### src/rtl/pipeline_debug_controller.sv
// -----------------------------------------------------------------------------
// pipeline_debug_controller
//
// Host-side sequencer for the pipelined MIPS datapath. Command bytes arrive
// from a UART receiver; the controller gates the whole datapath through a
// single clock-enable (continuous run or single step), detects HALT reaching
// WB, counts enabled cycles, and after every step/halt (or on request) dumps
// PC, cycle count, the register bank and a window of data memory over the
// UART transmitter, each 32-bit word MSB byte first.
//
// Commands (only accepted in IDLE, others dropped):
//   'C' (0x43) run until HALT      (ignored once halted)
//   'S' (0x53) single step + dump  (ignored once halted)
//   'D' (0x44) dump only
//
// Ports:
//   i_clk, i_rst            clock, asynchronous active-high reset
//   i_rx_data, i_rx_valid   received byte and its one-cycle strobe
//   o_tx_data, o_tx_start   byte to send and one-cycle send request
//   i_tx_busy               transmitter busy (rises at most one cycle late)
//   o_pipe_en               datapath clock-enable
//   i_halt                  HALT instruction in WB
//   i_pc                    current PC
//   o_reg_addr, i_reg_data  register-bank debug read port
//   o_mem_addr, i_mem_data  data-memory debug read port (word index)
//   o_halted                sticky halt indication
//
// Handshake: o_tx_start is a one-cycle pulse issued only when i_tx_busy is
// low; o_tx_data is held until the transmitter drops busy again. The first
// cycle after the pulse is skipped because busy may still be low there.
//
// Debug visibility: the FSM state is held in the signal "state" (state_t).
// -----------------------------------------------------------------------------
module pipeline_debug_controller #(
  parameter int NBITS      = 32,
  parameter int RBITS      = 5,
  parameter int BANK_SIZE  = 32,
  parameter int DMEM_WORDS = 32,
  parameter int MEMABITS   = 10
) (
  input  logic                i_clk,
  input  logic                i_rst,
  input  logic [7:0]          i_rx_data,
  input  logic                i_rx_valid,
  output logic [7:0]          o_tx_data,
  output logic                o_tx_start,
  input  logic                i_tx_busy,
  output logic                o_pipe_en,
  input  logic                i_halt,
  input  logic [NBITS-1:0]    i_pc,
  output logic [RBITS-1:0]    o_reg_addr,
  input  logic [NBITS-1:0]    i_reg_data,
  output logic [MEMABITS-1:0] o_mem_addr,
  input  logic [NBITS-1:0]    i_mem_data,
  output logic                o_halted
);

  localparam logic [7:0] CMD_RUN  = 8'h43;
  localparam logic [7:0] CMD_STEP = 8'h53;
  localparam logic [7:0] CMD_DUMP = 8'h44;

  // Dump layout: word 0 = PC, word 1 = cycle count, then registers, then memory.
  localparam int NWORDS = 2 + BANK_SIZE + DMEM_WORDS;
  localparam int WIDX   = $clog2(NWORDS);

  localparam logic [WIDX-1:0] REG_BASE  = WIDX'(2);
  localparam logic [WIDX-1:0] MEM_BASE  = WIDX'(2 + BANK_SIZE);
  localparam logic [WIDX-1:0] LAST_WORD = WIDX'(NWORDS - 1);
  localparam logic [1:0]      LAST_BYTE = 2'd3;

  typedef enum logic [2:0] {
    IDLE,
    RUN,
    STEP,
    DUMP_LOAD,
    DUMP_SEND,
    DUMP_WAIT
  } state_t;

  state_t              state;
  logic [NBITS-1:0]    cycle_cnt;
  logic [NBITS-1:0]    shift_q;
  logic [WIDX-1:0]     word_idx;
  logic [1:0]          byte_idx;
  logic                skip_q;
  logic [RBITS-1:0]    reg_addr_q;
  logic [MEMABITS-1:0] mem_addr_q;

  logic [RBITS-1:0]    reg_addr_d;
  logic [MEMABITS-1:0] mem_addr_d;
  logic [WIDX-1:0]     reg_rel;
  logic [WIDX-1:0]     mem_rel;
  logic                in_reg;
  logic                in_mem;
  logic [NBITS-1:0]    sel_word;

  // The debug read addresses must be valid during DUMP_LOAD itself because
  // the bank/memory return data combinationally and it is captured on the
  // same edge. Outside DUMP_LOAD the last used address is held.
  always_comb begin
    reg_rel    = word_idx - REG_BASE;
    mem_rel    = word_idx - MEM_BASE;
    in_reg     = (word_idx >= REG_BASE) && (word_idx < MEM_BASE);
    in_mem     = (word_idx >= MEM_BASE);
    reg_addr_d = reg_addr_q;
    mem_addr_d = mem_addr_q;
    if (state == DUMP_LOAD) begin
      if (in_reg) reg_addr_d = RBITS'(reg_rel);
      if (in_mem) mem_addr_d = MEMABITS'(mem_rel);
    end
    if (word_idx == '0)
      sel_word = i_pc;
    else if (word_idx == WIDX'(1))
      sel_word = cycle_cnt;
    else if (in_reg)
      sel_word = i_reg_data;
    else
      sel_word = i_mem_data;
  end

  assign o_reg_addr = reg_addr_d;
  assign o_mem_addr = mem_addr_d;

  always_ff @(posedge i_clk or posedge i_rst) begin
    if (i_rst) begin
      state      <= IDLE;
      cycle_cnt  <= '0;
      shift_q    <= '0;
      word_idx   <= '0;
      byte_idx   <= '0;
      skip_q     <= 1'b0;
      reg_addr_q <= '0;
      mem_addr_q <= '0;
      o_tx_data  <= '0;
      o_tx_start <= 1'b0;
      o_pipe_en  <= 1'b0;
      o_halted   <= 1'b0;
    end else begin
      o_tx_start <= 1'b0;

      // Counts every enabled cycle, including the one that retires HALT.
      if (o_pipe_en) cycle_cnt <= cycle_cnt + NBITS'(1);

      case (state)
        IDLE: begin
          o_pipe_en <= 1'b0;
          if (i_rx_valid) begin
            case (i_rx_data)
              CMD_RUN: begin
                if (!o_halted) begin
                  state     <= RUN;
                  o_pipe_en <= 1'b1;
                end
              end
              CMD_STEP: begin
                if (!o_halted) begin
                  state     <= STEP;
                  o_pipe_en <= 1'b1;
                end
              end
              CMD_DUMP: state <= DUMP_LOAD;
              default:  state <= IDLE;
            endcase
          end
        end

        RUN: begin
          if (i_halt && o_pipe_en) begin
            o_pipe_en <= 1'b0;
            o_halted  <= 1'b1;
            state     <= DUMP_LOAD;
          end
        end

        // Entered with o_pipe_en already high, so this is the single
        // enabled cycle of the step.
        STEP: begin
          o_pipe_en <= 1'b0;
          if (i_halt) o_halted <= 1'b1;
          state <= DUMP_LOAD;
        end

        DUMP_LOAD: begin
          shift_q    <= sel_word;
          byte_idx   <= '0;
          reg_addr_q <= reg_addr_d;
          mem_addr_q <= mem_addr_d;
          state      <= DUMP_SEND;
        end

        DUMP_SEND: begin
          if (!i_tx_busy) begin
            o_tx_data  <= shift_q[NBITS-1 -: 8];
            o_tx_start <= 1'b1;
            skip_q     <= 1'b1;
            state      <= DUMP_WAIT;
          end
        end

        DUMP_WAIT: begin
          if (skip_q) begin
            skip_q <= 1'b0;
          end else if (!i_tx_busy) begin
            shift_q <= shift_q << 8;
            if (byte_idx == LAST_BYTE) begin
              byte_idx <= '0;
              if (word_idx == LAST_WORD) begin
                word_idx <= '0;
                state    <= IDLE;
              end else begin
                word_idx <= word_idx + WIDX'(1);
                state    <= DUMP_LOAD;
              end
            end else begin
              byte_idx <= byte_idx + 2'd1;
              state    <= DUMP_SEND;
            end
          end
        end

        default: begin
          o_pipe_en <= 1'b0;
          state     <= IDLE;
        end
      endcase
    end
  end

endmodule

### config.mk
export PLATFORM = sky130hd
export DESIGN_NAME = pipeline_debug_controller
export DESIGN_NICKNAME = d
export VERILOG_FILES = /design/src/rtl/pipeline_debug_controller.sv
export SDC_FILE = /design/constraint.sdc
export NUM_CORES = 1
export LEC_CHECK = 0
export CORE_MARGIN = 2
export CORE_UTILIZATION = 46
export DETAILED_ROUTE_END_ITERATION = 12
export GPL_TIMING_DRIVEN = 1
export PLACE_DENSITY = 0.77
export SKIP_LAST_GASP = 1
export SYNTH_ARGS = -nofsm -noshare
export SYNTH_HDL_FRONTEND = slang
export SYNTH_SLANG_ARGS = --single-unit
### constraint.sdc
create_clock -name i_clk -period 3.9 [get_ports i_clk]
set_input_delay 1.17 -clock i_clk [delete_from_list [all_inputs] [get_ports i_clk]]
set_output_delay 1.17 -clock i_clk [all_outputs]
set_load 0.005 [all_outputs]
[After elaboration in Yosys (flattened, before gate mapping)]
Index checks and enable logic that the tools add are counted.
Storage, ports and cells
  flip-flop bits (word level): 103
  bits in latches: 0
  RAM bits: 0
  ROM bits: 0
  bits of input ports: 109
  output and inout bits: 26
  word-level logic and storage cells: 96
  memories: 0
Cells by class
  add/subtract/negate cells: 5
  multiply operators: 0
  div/mod/pow operators: 0
  $lt $le $gt $ge: 3
  eq/ne operators: 19
  shift-type cells: 0
  multiplexer cells: 38
  bitwise gates (word level): 3
  reductions and logical operators: 16
Operators by type and width (number)
  two-way mux 32 bit: 5
  one-hot mux 32 bit (2 select lines): 1
  adder 32 x 1 -> 32 bit, second input constant: 1
  equality test 8 x 7 -> 1 bit, second input constant: 3
  two-way mux 3 bit: 8
  two-way mux 10 bit: 2
  one-hot mux 3 bit (6 select lines): 1
  inequality test 2 bit, second input constant: 6
  two-way mux 5 bit: 2
  two-way mux 1 bit: 9
  one-hot mux 3 bit (3 select lines): 1
  two-way mux 2 bit: 4
  adder 7 x 1 -> 7 bit, second input constant: 1
  equality test 7 x 1 -> 1 bit, second input constant: 1
  equality test 7 bit, second input constant: 1
  greater-or-equal comparator 7 x 2 -> 1 bit, second input constant: 1
  greater-or-equal comparator 7 x 6 -> 1 bit, second input constant: 1
  logical NOT 7 bit: 1
  < comparator 7 x 6 -> 1 bit, second input constant: 1
  two-way mux 7 bit: 1
  AND reduction 7 bit: 1
  subtractor 7 x 6 -> 7 bit, second input constant: 1
  equality test 3 x 2 -> 1 bit, second input constant: 2
  equality test 3 bit, second input constant: 2
  17 further kinds: 27

[Depth between registers and ports, before layout]
  depth in word-level cells: 6
  depth in mapped cells: 10
  depth with buffers taken out: 7

[Worst setup path after synthesis]
No wires, ideal clock.
  path type: register -> output
  start: register word_idx[1]
  end: output o_reg_addr[4]
  arrival: 2.131 ns
  data required time: 2.730 ns
  slack: 0.599 ns
  stages on the path, launching flop included: 9
  path buffers: 2
  cell sequence: dfrtp_1 inv_1 ha_1 or4b_4 o21a_1 buf_6 nand3_2 buf_4 mux2_1
On the way
  longest elaborated chain between the ends: 4
  elaborated cells on any way between the ends: 6
  those cells by class: add/sub: 1; order compare: 2; mux: 2; reduce/logical: 1
Ends and longest elaborated chain
  from (decl): RTL line 83  | logic [WIDX-1:0] word_idx;
  from (signal assigned): RTL line 211  | word_idx <= word_idx + WIDX'(1);
  greater-or-equal comparator 7 x 2 -> 1 bit or < comparator 7 x 6 -> 1 bit (tied branches): RTL line 103  | in_reg = (word_idx >= REG_BASE) && (word_idx < MEM_BASE);
  logical AND 1 bit: RTL line 103
  two-way mux 5 bit *: RTL line 108  | if (in_reg) reg_addr_d = RBITS'(reg_rel);
  two-way mux 5 bit *: RTL line 107  | if (state == DUMP_LOAD) begin
  to (decl): RTL line 51  | output logic [RBITS-1:0] o_reg_addr,
Every way passes the cells marked *; elsewhere a longest branch is shown, timed or not.

[Worst setup path after layout]
  start: register word_idx[1]
  end: output o_reg_addr[3]
Same word-level chain as after synthesis.

==> reports/results.ini <==
[worst_setup_path]
cp-end-kind=output port
crit_path_start_kind=flip-flop
critPathKind=flip-flop to output port
arrival_ns=2.68
cp.required_ns=2.73
crit_fanout=6

[synth]
syn-num-nets=774
syn_area_um2=5962
synth_edf_count=0
synth_top_cell_by_area=dfrtp_1
synthCells=656
yosys_warnings=0
ys_ff_latch=103
synth.top_cell.area_share_pct=43.23
synth_area_leaders=dfrtp_1 (43%), nand2_1 (4.8%), o21ai_0 (4.5%), a21oi_1 (4.4%), o2bb2ai_1 (3.4%)
syn_avg_cell_area_um2=9.088
async_reset_ff_share_pct=100.0
ys.flop_type=dfrtp_1
ys_types=56
ys_seq_area_share_pct=43.23

[finish]
multi_input_area_um2=3167
final_cell_mix=clkdlybuf4s50_1 (134), dfrtp_1 (103), nand2_1 (76)
areaGrowthSynthToFinish_pct=30.77
final_common_cell=clkdlybuf4s50_1
final.fill_count=1077
stdcell_count=948
drive_above_1_share_pct=8.634
diodes=0
regArea_um2=2577
nets=889

[die]
die_x_um=117.8
dieHeight_um=117.8
boundaryPins=135
coreArea_um2=12620
die_area_um2=13890
std_cell_rows=41
initial_core_util_pct=47.24

[detailed_routing]
drt_iter0_drc=561
drc=0
viasPerCell=6.023
dr.pass1.iters=7
antenna_left=0
routedWlPerCell_um=18.44
wirelength_um=17490
via_count=5710

[sta]
finalMaxSlewViolations=0
worst_pin_slew_ns=1.062
max_freq_mhz=260.0
tns_ns=0
min_period_over_period_pct=98.61
skew_ns=0.01042
setup_viol=0
rsz0062_at_grt=false
finalCriticalPeriod_ns=3.846
hold_viol=0
relSlewSlack_pct=29.18

[grt]
antenna_found_initial=0
grt_pass1_vias=5532
grt-ovfl-total=0
grt_start_max_net_pins=59
grt_use_total_pct=25.17
grt_first_pass_wirelength_um=28060

[power_and_ir_drop]
vdd_drop_max_mv=0.3400
p_leak_nw=3.285
power_density_nw_per_um2=542.2

[clock_tree]
numCtsBuffers=9
cts_tree=done
cts.sinks=103
root_buffer=clkbuf_16
worstSkewPairLatency_ns=0.36
path_clk_slew_ns=0.07
cts_max_level=3
max-clock-path-buffers=2

[place]
placed_cells=930
dpl.hpwl_um=12730
place_congestion=0.9086
io_buffers=134

[run_status]
status=complete, no violations

[flow_run]
maxCapViolations=0

[min_path]
hold_class=flip-flop to flip-flop

logic make-up after synthesis:
logic type               synth area share (%)
adder cells (fa/ha/maj)                 1.889
flip-flops                              43.23
AND/OR/NAND/NOR                         14.98
buffers and inverters                   4.638
AO/OA/AOI/OAI                           26.40
multiplexers                            3.568
XOR/XNOR                                5.289
layer usage:
layer	global-route usage [%]	routed length, um	vias to the layer above
met5	0	0	-
met1	32.81	7232	2724
met4	12.20	762	0
li1	-	-	2629
met3	3.828	1255	53
met2	41.10	8234	304
synth_stat cells, types with 2 or more instances:
| library cell | count |
|---|---|
| mux2_2 | 17 |
| xnor2_1 | 19 |
| and3_1 | 9 |
| a31oi_1 | 26 |
| nor2_1 | 30 |
| ha_1 | 9 |
| nand4_1 | 10 |
| o21ai_0 | 54 |
| a31o_2 | 2 |
| a21oi_1 | 53 |
| nand3b_1 | 2 |
| nand2b_1 | 6 |
| nor4_1 | 2 |
| nor2b_1 | 5 |
| a32o_1 | 2 |
| and2_1 | 8 |
| o2bb2ai_1 | 23 |
| buf_2 | 14 |
| o21a_1 | 25 |
| nand3_1 | 9 |
| and3b_1 | 2 |
| buf_4 | 2 |
| xor2_1 | 17 |
| inv_1 | 11 |
| o21ai_1 | 15 |
| buf_6 | 4 |
| buf_1 | 5 |
| clkbuf_1 | 23 |
| o22ai_1 | 24 |
| and4_1 | 4 |
| a22oi_1 | 8 |
| nand2_1 | 76 |
| o221ai_1 | 8 |
| nor3_1 | 8 |
| dfrtp_1 | 103 |
area by class of cell:
cell class | instances | share of cell area (%)
inverter | 11 | 0.5617
multi-input combinational | 495 | 40.62
clock inverter | 7 | 1.220
tap | 172 | 2.760
clock buffer | 9 | 2.889
sequential | 103 | 33.06
timing repair buffer | 151 | 18.89
worst max-delay path: stages, from the launching register on:
cell and delay (ns):
dfrtp_1 0.40, inv_2 0.12, ha_4 0.16, or4b_4 0.48, o21a_2 0.25, nand3_4 0.12
mux2_2 0.34, clkdlybuf4s50_1 0.46
path summary, 6_finish.rpt:
| kind | start | endpoint | slack [ns] | cells past startpoint |
|---|---|---|---|---|
| worst max-delay path | word_idx[1] | o_reg_addr[3] | 0.05 | 7 |
| worst min-delay path | mem_addr_q[5] | mem_addr_q[5] | 0.48 | 2 |
| worst max register to register | word_idx[0] | shift_q[30] | 0.99 | 7 |
| worst min register to register | mem_addr_q[5] | mem_addr_q[5] | 0.48 | 2 |
| max in group asynchronous | i_rst | reg_addr_q[3] | 1.97 | 3 |
| min in group asynchronous | i_rst | shift_q[14] | 1.21 | 2 |
sequential cells by signal, indices dropped and copies added (netlist names):
name and count:
word_idx 7, shift_q 32, cycle_cnt 32, o_halted 1
state 3, mem_addr_q 10, reg_addr_q 5, skip_q 1
o_tx_data 8, byte_idx 2, o_tx_start 1, o_pipe_en 1
power by group:
part | internal (mW) | switching (mW) | total [mW]
registers | 1.33 | 0.237 | 1.57
clock network | 0.565 | 0.408 | 0.972
logic | 0.817 | 0.872 | 1.69
metrics by stage:
stage | util [%] | power [mW] | worst slack [ns] | area (um^2) | hold WS [ns]
global placement | 58.77 | 3.138 | 0.4003 | 7417 | 0.4559
global route | 61.78 | 4.458 | 0.01345 | 7796 | 0.5119
detailed placement | 58.77 | 3.204 | 0.3067 | 7417 | 0.4612
CTS | 61.37 | 4.177 | 0.01000 | 7745 | 0.4783
floorplan | - | 2.618 | 0.02616 | 5962 | 0.4387
finish | 61.78 | 4.227 | 0.05440 | 7796 | 0.4787
repair_timing:
action                     CTS  global route
buffers inserted             0             1
gates cloned                 0             1
resized for setup            2             7
setup endpoints to repair    4            15
hold buffers                 0             0
Note: power is estimated with default switching activity, not from simulation.
